<file path="config.mk">
export PLATFORM = sky130hd
export DESIGN_NAME = keypad_entry_scanner
export DESIGN_NICKNAME = d
export VERILOG_FILES = /design/src/rtl/kp_pkg.sv /design/src/rtl/kp_debounce.sv /design/src/rtl/keypad_entry_scanner.sv
export SDC_FILE = /design/constraint.sdc
export NUM_CORES = 1
export LEC_CHECK = 0
export CELL_PAD_IN_SITES_DETAIL_PLACEMENT = 2
export CELL_PAD_IN_SITES_GLOBAL_PLACEMENT = 2
export CORE_ASPECT_RATIO = 0.75
export CORE_MARGIN = 4
export CORE_UTILIZATION = 36
export CTS_CLUSTER_DIAMETER = 40
export DETAILED_ROUTE_END_ITERATION = 10
export HOLD_SLACK_MARGIN = 0.02
export PLACE_DENSITY = 0.79
export REMOVE_ABC_BUFFERS = 1
export SKIP_CTS_REPAIR_TIMING = 1
export SLEW_MARGIN = 20
export SYNTH_ARGS = -nofsm -noshare
export SYNTH_HDL_FRONTEND = slang
export SYNTH_SLANG_ARGS = --single-unit
</file>
<file path="constraint.sdc">
create_clock -name clk -period 8.8 [get_ports clk]
set_clock_uncertainty 0.1 [all_clocks]
set_input_delay 1.32 -clock clk [delete_from_list [all_inputs] [get_ports clk]]
set_output_delay 1.32 -clock clk [all_outputs]
set_load 0.01 [all_outputs]
</file>
<file path="src/rtl/kp_pkg.sv">
`default_nettype none
// +-------------------------------------------------------------------+
// | kp_pkg : key codes, keypad map and BCD helper for keypad entry    |
// | rev 1.0                                                           |
// +-------------------------------------------------------------------+
package kp_pkg;

  localparam int VAL_W       = 10;
  localparam int MAG_POS_MAX = 511;
  localparam int MAG_NEG_MAX = 512;

  typedef enum logic [3:0] {
    KEY_0     = 4'd0,
    KEY_1     = 4'd1,
    KEY_2     = 4'd2,
    KEY_3     = 4'd3,
    KEY_4     = 4'd4,
    KEY_5     = 4'd5,
    KEY_6     = 4'd6,
    KEY_7     = 4'd7,
    KEY_8     = 4'd8,
    KEY_9     = 4'd9,
    KEY_SIGN  = 4'd10,
    KEY_ENTER = 4'd11,
    KEY_CLR   = 4'd12,
    KEY_BKSP  = 4'd13,
    KEY_NONE  = 4'd15
  } key_t;

  // Nibble k holds the key at index k = row*4+col; index 0 sits in the low nibble.
  localparam logic [63:0] KEYMAP = {
    KEY_NONE, KEY_ENTER, KEY_0, KEY_SIGN,
    KEY_NONE, KEY_9,     KEY_8, KEY_7,
    KEY_BKSP, KEY_6,     KEY_5, KEY_4,
    KEY_CLR,  KEY_3,     KEY_2, KEY_1
  };

  function automatic key_t keymap_lookup(input logic [3:0] idx);
    return key_t'(KEYMAP[{idx, 2'b00} +: 4]);
  endfunction

  function automatic logic [VAL_W-1:0] bcd3_to_bin(input logic [3:0] d2,
                                                   input logic [3:0] d1,
                                                   input logic [3:0] d0);
    return ({6'd0, d2} * 10'd100) + ({6'd0, d1} * 10'd10) + {6'd0, d0};
  endfunction

endpackage
`default_nettype wire

</file>
<file path="src/rtl/kp_debounce.sv">
`default_nettype none
// +-------------------------------------------------------------------+
// | kp_debounce : per-scan press/release debounce, one event per press|
// | rev 1.0                                                           |
// +-------------------------------------------------------------------+
module kp_debounce
  import kp_pkg::*;
#(
  parameter int DEBOUNCE_SCANS = 4
) (
  input  logic clk,
  input  logic rst_n,
  input  logic scan_done,
  input  key_t code,
  output logic key_evt,
  output key_t key_code
);

  localparam int CNT_W = $clog2(DEBOUNCE_SCANS + 1);
  localparam logic [CNT_W-1:0] CNT_TGT = CNT_W'(DEBOUNCE_SCANS);

  typedef enum logic [0:0] {
    ST_RELEASED = 1'b0,
    ST_PRESSED  = 1'b1
  } db_state_t;

  db_state_t        state;
  key_t             cand;
  logic [CNT_W-1:0] cnt;
  logic [CNT_W-1:0] cnt_next;

  // Saturating run length of the current candidate code.
  always_comb begin
    cnt_next = CNT_W'(1);
    if (code == cand) begin
      cnt_next = (cnt == CNT_TGT) ? cnt : cnt + CNT_W'(1);
    end
  end

  always_ff @(posedge clk or negedge rst_n) begin
    if (!rst_n) begin
      state    <= ST_RELEASED;
      cand     <= KEY_NONE;
      cnt      <= '0;
      key_evt  <= 1'b0;
      key_code <= KEY_NONE;
    end else begin
      key_evt <= 1'b0;
      if (scan_done) begin
        cand <= code;
        cnt  <= cnt_next;
        case (state)
          ST_RELEASED: begin
            if (code != KEY_NONE && cnt_next >= CNT_TGT) begin
              key_evt  <= 1'b1;
              key_code <= code;
              state    <= ST_PRESSED;
              cand     <= KEY_NONE;
              cnt      <= '0;
            end
          end
          ST_PRESSED: begin
            if (code == KEY_NONE && cnt_next >= CNT_TGT) begin
              state <= ST_RELEASED;
              cand  <= KEY_NONE;
              cnt   <= '0;
            end
          end
          default: state <= ST_RELEASED;
        endcase
      end
    end
  end

endmodule
`default_nettype wire

</file>
<file path="src/rtl/keypad_entry_scanner.sv">
`default_nettype none
// +-------------------------------------------------------------------+
// | keypad_entry_scanner : 4x4 keypad scan, debounce, signed entry    |
// | rev 1.0                                                           |
// +-------------------------------------------------------------------+
module keypad_entry_scanner
  import kp_pkg::*;
#(
  parameter int SCAN_DIV       = 250,
  parameter int DEBOUNCE_SCANS = 4,
  parameter int MAX_DIGITS     = 3
) (
  input  logic             clk,
  input  logic             rst_n,
  input  logic [3:0]       row_in,
  output logic [3:0]       col_drive,
  output logic [VAL_W-1:0] live_mag,
  output logic             live_neg,
  output logic [VAL_W-1:0] value_out,
  output logic             value_valid,
  output logic             entry_err
);

  localparam int DIV_W = $clog2(SCAN_DIV);
  localparam int DIG_W = 4 * MAX_DIGITS;
  localparam int N_W   = $clog2(MAX_DIGITS + 1);

  logic [3:0]       row_meta;
  logic [3:0]       row_sync;
  logic [DIV_W-1:0] div_cnt;
  logic [1:0]       col;
  logic [15:0]      snapshot;
  logic             scan_done;
  logic             slot_last;

  logic [4:0]       key_cnt;
  logic [3:0]       hit_idx;
  key_t             scan_code;

  logic             key_evt;
  key_t             key_code;

  logic [DIG_W-1:0] digits;
  logic [DIG_W-1:0] digits_nxt;
  logic [N_W-1:0]   n;
  logic [N_W-1:0]   n_nxt;
  logic             neg_nxt;
  logic             commit;
  logic             reject;
  logic [VAL_W-1:0] cur_mag;
  logic [VAL_W-1:0] signed_val;
  logic             mag_ok;

  assign slot_last = (div_cnt == DIV_W'(SCAN_DIV - 1));

  always_ff @(posedge clk or negedge rst_n) begin
    if (!rst_n) begin
      row_meta  <= 4'hF;
      row_sync  <= 4'hF;
      div_cnt   <= '0;
      col       <= 2'd0;
      col_drive <= 4'b1110;
      snapshot  <= '0;
      scan_done <= 1'b0;
    end else begin
      row_meta  <= row_in;
      row_sync  <= row_meta;
      scan_done <= 1'b0;
      if (slot_last) begin
        div_cnt   <= '0;
        col       <= col + 2'd1;
        col_drive <= {col_drive[2:0], col_drive[3]};
        // Stored active-high: bit 4*col+row set means that key is down.
        snapshot[{col, 2'b00} +: 4] <= ~row_sync;
        scan_done <= (col == 2'd3);
      end else begin
        div_cnt <= div_cnt + DIV_W'(1);
      end
    end
  end

  // Snapshot is column-major, the keymap is row-major: swap the index halves.
  always_comb begin
    key_cnt   = 5'd0;
    hit_idx   = 4'd0;
    scan_code = KEY_NONE;
    for (int i = 0; i < 16; i++) begin
      if (snapshot[i]) begin
        key_cnt = key_cnt + 5'd1;
        hit_idx = 4'(i);
      end
    end
    if (key_cnt == 5'd1) begin
      scan_code = keymap_lookup({hit_idx[1:0], hit_idx[3:2]});
    end
  end

  kp_debounce #(
    .DEBOUNCE_SCANS(DEBOUNCE_SCANS)
  ) u_debounce (
    .clk      (clk),
    .rst_n    (rst_n),
    .scan_done(scan_done),
    .code     (scan_code),
    .key_evt  (key_evt),
    .key_code (key_code)
  );

  assign cur_mag    = bcd3_to_bin(digits[11:8], digits[7:4], digits[3:0]);
  assign signed_val = live_neg ? (~cur_mag + VAL_W'(1)) : cur_mag;
  assign mag_ok     = live_neg ? (cur_mag <= VAL_W'(MAG_NEG_MAX))
                               : (cur_mag <= VAL_W'(MAG_POS_MAX));

  always_comb begin
    digits_nxt = digits;
    n_nxt      = n;
    neg_nxt    = live_neg;
    commit     = 1'b0;
    reject     = 1'b0;
    if (key_evt) begin
      case (key_code)
        KEY_SIGN: neg_nxt = ~live_neg;
        KEY_CLR: begin
          digits_nxt = '0;
          n_nxt      = '0;
          neg_nxt    = 1'b0;
        end
        KEY_BKSP: begin
          if (n != '0) begin
            digits_nxt = {4'h0, digits[DIG_W-1:4]};
            n_nxt      = n - N_W'(1);
          end
        end
        KEY_ENTER: begin
          if (mag_ok) begin
            commit     = 1'b1;
            digits_nxt = '0;
            n_nxt      = '0;
            neg_nxt    = 1'b0;
          end else begin
            reject = 1'b1;
          end
        end
        KEY_NONE: ;
        default: begin
          if (n < N_W'(MAX_DIGITS)) begin
            digits_nxt = {digits[DIG_W-5:0], key_code};
            n_nxt      = n + N_W'(1);
          end
        end
      endcase
    end
  end

  always_ff @(posedge clk or negedge rst_n) begin
    if (!rst_n) begin
      digits      <= '0;
      n           <= '0;
      live_neg    <= 1'b0;
      live_mag    <= '0;
      value_out   <= '0;
      value_valid <= 1'b0;
      entry_err   <= 1'b0;
    end else begin
      digits      <= digits_nxt;
      n           <= n_nxt;
      live_neg    <= neg_nxt;
      live_mag    <= bcd3_to_bin(digits_nxt[11:8], digits_nxt[7:4], digits_nxt[3:0]);
      value_valid <= commit;
      entry_err   <= reject;
      if (commit) begin
        value_out <= signed_val;
      end
    end
  end

endmodule
`default_nettype wire
</file>
# After elaboration in Yosys (flattened, before gate mapping)
# Cells that the tools add are included.
# W data, S select, Z words.
[word_totals] word_cells=151 output_inout_bits=27 regBits=89 inputBits=6
[classes] n_addsub=26 n_reduce_logical=9 n_lt_le_gt_ge=4 multipliers=4 bitwise_logic=5 eq_ne=14 shift=3 mux=67
[ops] operator="$add A5 B1 Y5 const B" n=15
[ops] operator="$mux W5" n=15
[ops] operator="$mux W4" n=17
[ops] operator="$shiftx A64 B7 Y4 const A" n=1
[ops] operator="$mux W12" n=4
[ops] operator="$pmux W12 S4" n=1
[ops] operator="$eq A4 B4 Y1 const B" n=6
[ops] operator="$add A10 B4 Y10" n=2
[ops] operator="$add A10 B8 Y10" n=2
[ops] operator="$bwmux W16" n=1
[ops] operator="$mul A4 B5 Y8 const B" n=2
[ops] operator="$shift A4 B6 Y16 const A" n=1
[ops] operator="$shiftx A4 B6 Y16" n=1
[ops] operator="$mux W1" n=15
[ops] operator="$mul A4 B3 Y7 const B" n=2
[ops] operator="$mux W3" n=4
[ops] operator="$add A10 B1 Y10 const B" n=1
[ops] operator="$le A10 B10 Y1 const B" n=1
[ops] operator="$le A10 B9 Y1 const B" n=1
[ops] operator="$mux W10" n=1
[ops] operator="$not A10 Y10" n=1
[ops] operator="$add A8 B1 Y8 const B" n=1
[ops] operator="$eq A8 B8 Y1 const B" n=1
[ops] operator="$mux W8" n=1
[ops] operator="27 further kinds" n=35

# Logic depth before layout (Yosys ltp)
[depth] depth_word=40 mapped_depth=51 ltp_nobuf=51

# Cells and area by module
# From an unflattened synthesis, not the netlist that was laid out.
[hier_totals] cells_unflattened=768 hier_area_um2=7089.3
[by_module_without_submodules] module="keypad_entry_scanner" n_inst=1 cells_per_inst=717 seq_area_each_um2=1890.6 area_per_inst_um2=6442.4
[by_module_without_submodules] module="kp_debounce" n_inst=1 cells_per_inst=51 seq_area_each_um2=335.3 area_per_inst_um2=646.9

# Least setup slack after synthesis
# OpenSTA, ideal clock, no wires.
[synth_path] path_kind="register to register" startpoint="register snapshot[1]" endpoint="register u_debounce.key_code[2]" path_stages_with_launch=51 required_ns=8.618 path_buffers=1 setup_time_ns=0.082 slack_ns=-0.661 arrival_ns=9.279 period_less_slack_ns=9.461 cell_sequence="dfrtp_1 inv_1 ha_1 buf_4 xor2_1 ha_1 nand2_1 o31ai_1 ha_1 mux2_2 ha_1 nand2_1 o31ai_1 or2_2 ha_1 mux2_2 ha_1 nor2b_1 (+15 left out) ha_1 nand2_1 o21ai_0 ha_1 mux2i_1 inv_1 ha_1 nand2_1 o21ai_0 ha_1 nand3b_1 o311a_1 a21oi_1 inv_1 o311ai_0 nand3_1 nand4_4 mux2_4"
[synth_via] elab_chain_cells=36 word_cells_on_any_way=53 cone_classes="14 x add/sub; 1 x order compare; 3 x eq/ne; 1 x shift; 32 x mux; 2 x reduce/logical"
[synth_rtl] item="start: declaration" line="keypad_entry_scanner.sv:32" source="logic [15:0] snapshot;"
[synth_rtl] item="start signal: indexed assignment" line="keypad_entry_scanner.sv:74" source="snapshot[{col, 2'b00} +: 4] <= ~row_sync;"
[synth_rtl] item="$mux W5" line="keypad_entry_scanner.sv:88" source="if (snapshot[i]) begin"
[synth_rtl] item="$add A5 B1 Y5" line="keypad_entry_scanner.sv:89" source="key_cnt = key_cnt + 5'd1;"
[synth_rtl] item="$mux W5" line="keypad_entry_scanner.sv:88"
[synth_rtl] item="$add A5 B1 Y5" line="keypad_entry_scanner.sv:89"
[synth_rtl] item="$mux W5" line="keypad_entry_scanner.sv:88"
[synth_rtl] item="$add A5 B1 Y5" line="keypad_entry_scanner.sv:89"
[synth_rtl] item="$mux W5" line="keypad_entry_scanner.sv:88"
[synth_rtl] item="$add A5 B1 Y5" line="keypad_entry_scanner.sv:89"
[synth_rtl] item="(+20 left out)"
[synth_rtl] item="$mux W5" line="keypad_entry_scanner.sv:88"
[synth_rtl] item="$eq A5 B1 Y1" line="keypad_entry_scanner.sv:93" source="if (key_cnt == 5'd1) begin"
[synth_rtl] item="$mux W4 (*)" line="keypad_entry_scanner.sv:93"
[synth_rtl] item="$eq A4 B4 Y1" line="kp_debounce.sv:35" source="if (code == cand) begin"
[synth_rtl] item="$mux W3" line="kp_debounce.sv:35"
[synth_rtl] item="$ge A3 B3 Y1" line="kp_debounce.sv:54" source="if (code != KEY_NONE && cnt_next >= CNT_TGT) begin"
[synth_rtl] item="$logic_and A1 B1 Y1" line="kp_debounce.sv:54"
[synth_rtl] item="$reduce_and A3 Y1 (no source line)"
[synth_rtl] item="end signal: assignment" line="kp_debounce.sv:56" source="key_code <= code;"
[synth_rtl] item="end: declaration" line="kp_debounce.sv:16" source="output key_t key_code"
# Mark *: on every way between the ends. The rest lies on a longest branch, timed or not.
# A chain may end at the register's enable or synchronous reset.

# Worst setup path after layout
[layout_path] startpoint="register snapshot[0]" endpoint="register u_debounce.key_code[0]"
[layout_via] elab_chain_cells=38 word_cells_on_any_way=39 cone_classes="15 x add/sub; 1 x order compare; 3 x eq/ne; 18 x mux; 2 x reduce/logical"
[layout_rtl] item="$mux W1 (*)" line="keypad_entry_scanner.sv:88"
[layout_rtl] item="$add A5 B1 Y5" line="keypad_entry_scanner.sv:89"
[layout_rtl] item="$mux W5 (*)" line="keypad_entry_scanner.sv:88"
[layout_rtl] item="$add A5 B1 Y5" line="keypad_entry_scanner.sv:89"
[layout_rtl] item="$mux W5 (*)" line="keypad_entry_scanner.sv:88"
[layout_rtl] item="$add A5 B1 Y5" line="keypad_entry_scanner.sv:89"
[layout_rtl] item="$mux W5 (*)" line="keypad_entry_scanner.sv:88"
[layout_rtl] item="$add A5 B1 Y5" line="keypad_entry_scanner.sv:89"
[layout_rtl] item="(+22 left out)"
[layout_rtl] item="$mux W5 (*)" line="keypad_entry_scanner.sv:88"
[layout_rtl] item="$eq A5 B1 Y1 (*)" line="keypad_entry_scanner.sv:93"
[layout_rtl] item="$mux W4 (*)" line="keypad_entry_scanner.sv:93"
[layout_rtl] item="$eq A4 B4 Y1" line="kp_debounce.sv:35"
[layout_rtl] item="$mux W3" line="kp_debounce.sv:35"
[layout_rtl] item="$ge A3 B3 Y1" line="kp_debounce.sv:54"
[layout_rtl] item="$logic_and A1 B1 Y1" line="kp_debounce.sv:54"
[layout_rtl] item="$reduce_and A3 Y1 (no source line)"
# Marks and branches as above.

==> out/results.tsv <==
metric	value	unit
number of enable flip-flop cells after synthesis	0	
leakage dissipation	0.004092	µW
width of the die	172.7	µm
area share of the largest cell type after synthesis	23.57	%
worst path setup slack after routing	-0.9021	ns
startpoint of the worst register-to-register path	snapshot[0]	
number of inserted filler cells in the final layout	2086	
core area	19650	µm²
cell taking the most area after synthesis	sky130_fd_sc_hd__dfrtp_1	
mux cell area share after synthesis	3.006	%
Gate Count Post-Synth	797	
Synth Area in Simple Gates	15.02	%
Placed Instances	1097	
worst slew slack as a fraction of its limit	31.69	%
Post-Synth XOR/XNOR Area	12.25	%
worst reg2reg path endpoint	u_debounce.key_code[0]	
effective utilization at floorplan	37.27	%
total number of vias	6264	
dominant register cell in the synthesized netlist	sky130_fd_sc_hd__dfrtp_1	
transition time of the tightest slew-check pin	1.010	ns
antenna cells	0	
dominant combinational cell family by area after synthesis	compound AO/OA/AOI/OAI gates	
via count of the first global-routing pass	6885	
post-synthesis compound-gate area fraction	18.09	%
worst path required time	8.97	ns
WL final	23760	µm
cell area after technology mapping	7325	µm²
Die Area	22720	µm²
cell count of the worst reg-to-reg path	49	
synthesized area per cell	9.190	µm²
Critical Path Source Type	register	
number of CTS-inserted buffers	9	
largest fanout on the critical path	6	
final number of setup-violating endpoints	13	
number of register bits inferred by synthesis	88	
result of the run	finished, violations left	
number of buffers on the longest clock path	2	
routability-driven placement congestion ratio	0.8414	
Post-Synth Adder-Cell Area	15.54	%
maximum operating frequency	103.1	MHz
first-pass iteration count of the detailed router	4	
biggest cell delay along the critical path	0.42	ns
path type of the worst setup path	register to register	
number of nets in the final layout	964	
final period demand of the worst path	9.702	ns
Detailed Place HPWL	16570	µm
cell at the root of the clock tree	sky130_fd_sc_hd__clkbuf_16	
GRT Total Usage	19.82	%
clock input transition at the sequential cells of the worst setup and hold paths	0.07	ns
setup repair after global routing missed its margin	yes	
Pwr Total	822.6	µW
number of cells on the worst hold path	0	
Max-cap violations	0	
fraction of final layout cells with drive strength greater than 1	20.73	%
slowest stage cell on the critical path	sky130_fd_sc_hd__dfrtp_1	
Remaining Overflow, GRT	0	
number of hold violations in the final report	0	
antenna-violating nets left	0	
Peak supply drop	0.0001024	V
Tightest Hold Check Type	register to register	
maximum number of pins on one net before global-route repair	73	
Worst Hold Path EP	row_sync[0]	
worst min-delay path startpoint	row_meta[0]	
count of synthesis-stage warnings from yosys	0	
share of async-settable or async-resettable flops after synthesis	100.0	%
number of remaining DRC errors	0	
proportion of synthesized chip area in sequential cells	30.39	%
worst setup slack for register-to-register paths	-0.90	ns
wire length of the first global-routing pass	37480	µm
main area contributors after synthesis	sky130_fd_sc_hd__dfrtp_1, sky130_fd_sc_hd__ha_1, sky130_fd_sc_hd__dfstp_2	
antenna violations before repair	0	
unique cell type count in the Yosys netlist	76	
endpoint arrival time on the critical path	9.87	ns
Routed wire per std cell	21.01	µm
setup slack after placement	-1.502	ns
number of top-level design ports	33	
vias per cell	5.538	
standard-cell rows	44	
top post-synthesis cells by count	sky130_fd_sc_hd__nand2_1, sky130_fd_sc_hd__inv_1, sky130_fd_sc_hd__ha_1	
number of standard cells in the final layout excluding fillers	1131	
number of buffer cells added on primary ports	32	
count of clock tree sinks	88	
die height	131.5	µm
violated checks	negative setup slack	
most frequent cell on the critical path	sky130_fd_sc_hd__ha_1	
CTS tree	yes	
power density normalized to cell area	92.52	nW/µm²
area overhead of the layout relative to synthesis	21.39	%
detailed router's first-iteration violation count	310	
most frequent cell after synthesis	sky130_fd_sc_hd__nand2_1	
Max Slew Vio Count	0	
Critical Path End Type	register	
Period Utilization, post-route	110.3	%
H-Tree Level Count	3	
clock latency reported for the late side of the worst-skew pair	0.35	ns
[logic make-up (layout without fill, tap and decap cells)]
kind of cell,after synthesis,in the layout
buffers and inverters,105,186
AO/OA/AOI/OAI,194,194
XOR/XNOR,84,84
adder cells (fa/ha/maj),85,85
flip-flops,88,88
multiplexers,19,19
AND/OR/NAND/NOR,222,222
[per-layer routing]
layer | global-route usage [%] | wire length (µm) | vias up
li1 | - | - | 2938
met1 | 26.78 | 10950 | 3214
met2 | 34.41 | 11940 | 83
met3 | 2.901 | 570 | 29
met4 | 3.412 | 299 | 0
met5 | 0 | 0 | -
[worst max-delay path by stage]
| stage | startpoint | endpoint | slack [ns] |
|---|---|---|---|
| 3_5_place_dp | snapshot[0] | u_debounce.cand[3] | -1.50 |
| 5_1_grt | snapshot[0] | u_debounce.key_code[0] | -1.29 |
| 6_report | snapshot[0] | u_debounce.key_code[0] | -0.90 |
| 3_3_place_gp | snapshot[0] | u_debounce.key_code[2] | -0.68 |
| 4_1_cts | snapshot[0] | u_debounce.cand[2] | -1.57 |
| 2_1_floorplan | snapshot[1] | u_debounce.key_code[2] | -0.68 |
[worst max-delay path, delay by kind of cell, from the launching register on]
family | cells | cell delay (ns)
fa+ha+maj | 14 | 4.06
compound gates | 13 | 1.88
simple gates | 14 | 1.55
mux | 5 | 1.30
flops | 1 | 0.42
buf+inv | 3 | 0.29
[cell type report]
| class | count | area (µm²) | share of cell area [%] |
|---|---|---|---|
| Clock buffer | 10 | 229.0 | 2.575 |
| Timing Repair Buffer | 93 | 779.5 | 8.767 |
| Tap cell | 253 | 316.6 | 3.560 |
| Sequential cell | 88 | 2226 | 25.04 |
| Inverter | 77 | 290.3 | 3.265 |
| Multi-Input combinational cell | 604 | 4970 | 55.90 |
| Clock inverter | 6 | 80.08 | 0.9006 |
[per-stage QoR]
stage / TNS (ns) / hold WS, ns / area, µm² / util, %
6_report: -10.51 / 0.2576 / 8891 / 45.24
5_1_grt: -15.54 / 0.2627 / 8891 / 45.24
4_1_cts: -19.49 / 0.2595 / 8468 / 43.09
3_5_place_dp: -18.64 / 0.2482 / 8159 / 41.51
3_3_place_gp: -8.082 / 0.2467 / 8159 / 41.51
2_1_floorplan: -7.435 / 0.2452 / 7197 / -
[power by group]
part / switching [µW] / leakage (µW) / internal (µW) / total [µW]
logic: 8.21 / 0.00280 / 2.12 / 10.3
clock network: 177 / 0.000146 / 225 / 402
registers: 2.17 / 0.00115 / 408 / 410
total: 188 / 0.00409 / 635 / 823
[cell usage in the layout, fill, tap and decap left out, types with 6 or more instances in the layout]
| cell type | count |
|---|---|
| sky130_fd_sc_hd__buf_4 | 61 |
| sky130_fd_sc_hd__or3_1 | 10 |
| sky130_fd_sc_hd__dfstp_2 | 19 |
| sky130_fd_sc_hd__xnor2_1 | 43 |
| sky130_fd_sc_hd__o21bai_1 | 9 |
| sky130_fd_sc_hd__nand2b_1 | 6 |
| sky130_fd_sc_hd__ha_1 | 68 |
| sky130_fd_sc_hd__nand3_1 | 22 |
| sky130_fd_sc_hd__a21o_1 | 7 |
| sky130_fd_sc_hd__clkdlybuf4s50_1 | 31 |
| sky130_fd_sc_hd__o22ai_1 | 7 |
| sky130_fd_sc_hd__nand2_1 | 74 |
| sky130_fd_sc_hd__mux2_4 | 6 |
| sky130_fd_sc_hd__nor2b_1 | 8 |
| sky130_fd_sc_hd__dfrtp_1 | 69 |
| sky130_fd_sc_hd__o21ai_0 | 35 |
| sky130_fd_sc_hd__ha_4 | 7 |
| sky130_fd_sc_hd__inv_1 | 71 |
| sky130_fd_sc_hd__clkbuf_16 | 9 |
| sky130_fd_sc_hd__o31ai_1 | 21 |
| sky130_fd_sc_hd__nand4_1 | 7 |
| sky130_fd_sc_hd__xor2_1 | 26 |
| sky130_fd_sc_hd__nor2_1 | 42 |
| sky130_fd_sc_hd__fa_1 | 10 |
| sky130_fd_sc_hd__a31oi_1 | 6 |
| sky130_fd_sc_hd__xnor2_2 | 7 |
| sky130_fd_sc_hd__a31o_2 | 6 |
| sky130_fd_sc_hd__a21oi_1 | 46 |
[registers in the layout, summed over array words and instances (netlist names), 3 cells and up, named ones only]
name                 cells
col_drive                4
value_out               10
u_debounce.key_code      4
digits                  12
u_debounce.cnt           3
live_mag                 9
u_debounce.cand          4
snapshot                16
row_sync                 4
div_cnt                  8
row_meta                 4
No activity file was read; power rests on OpenSTA's default activity.
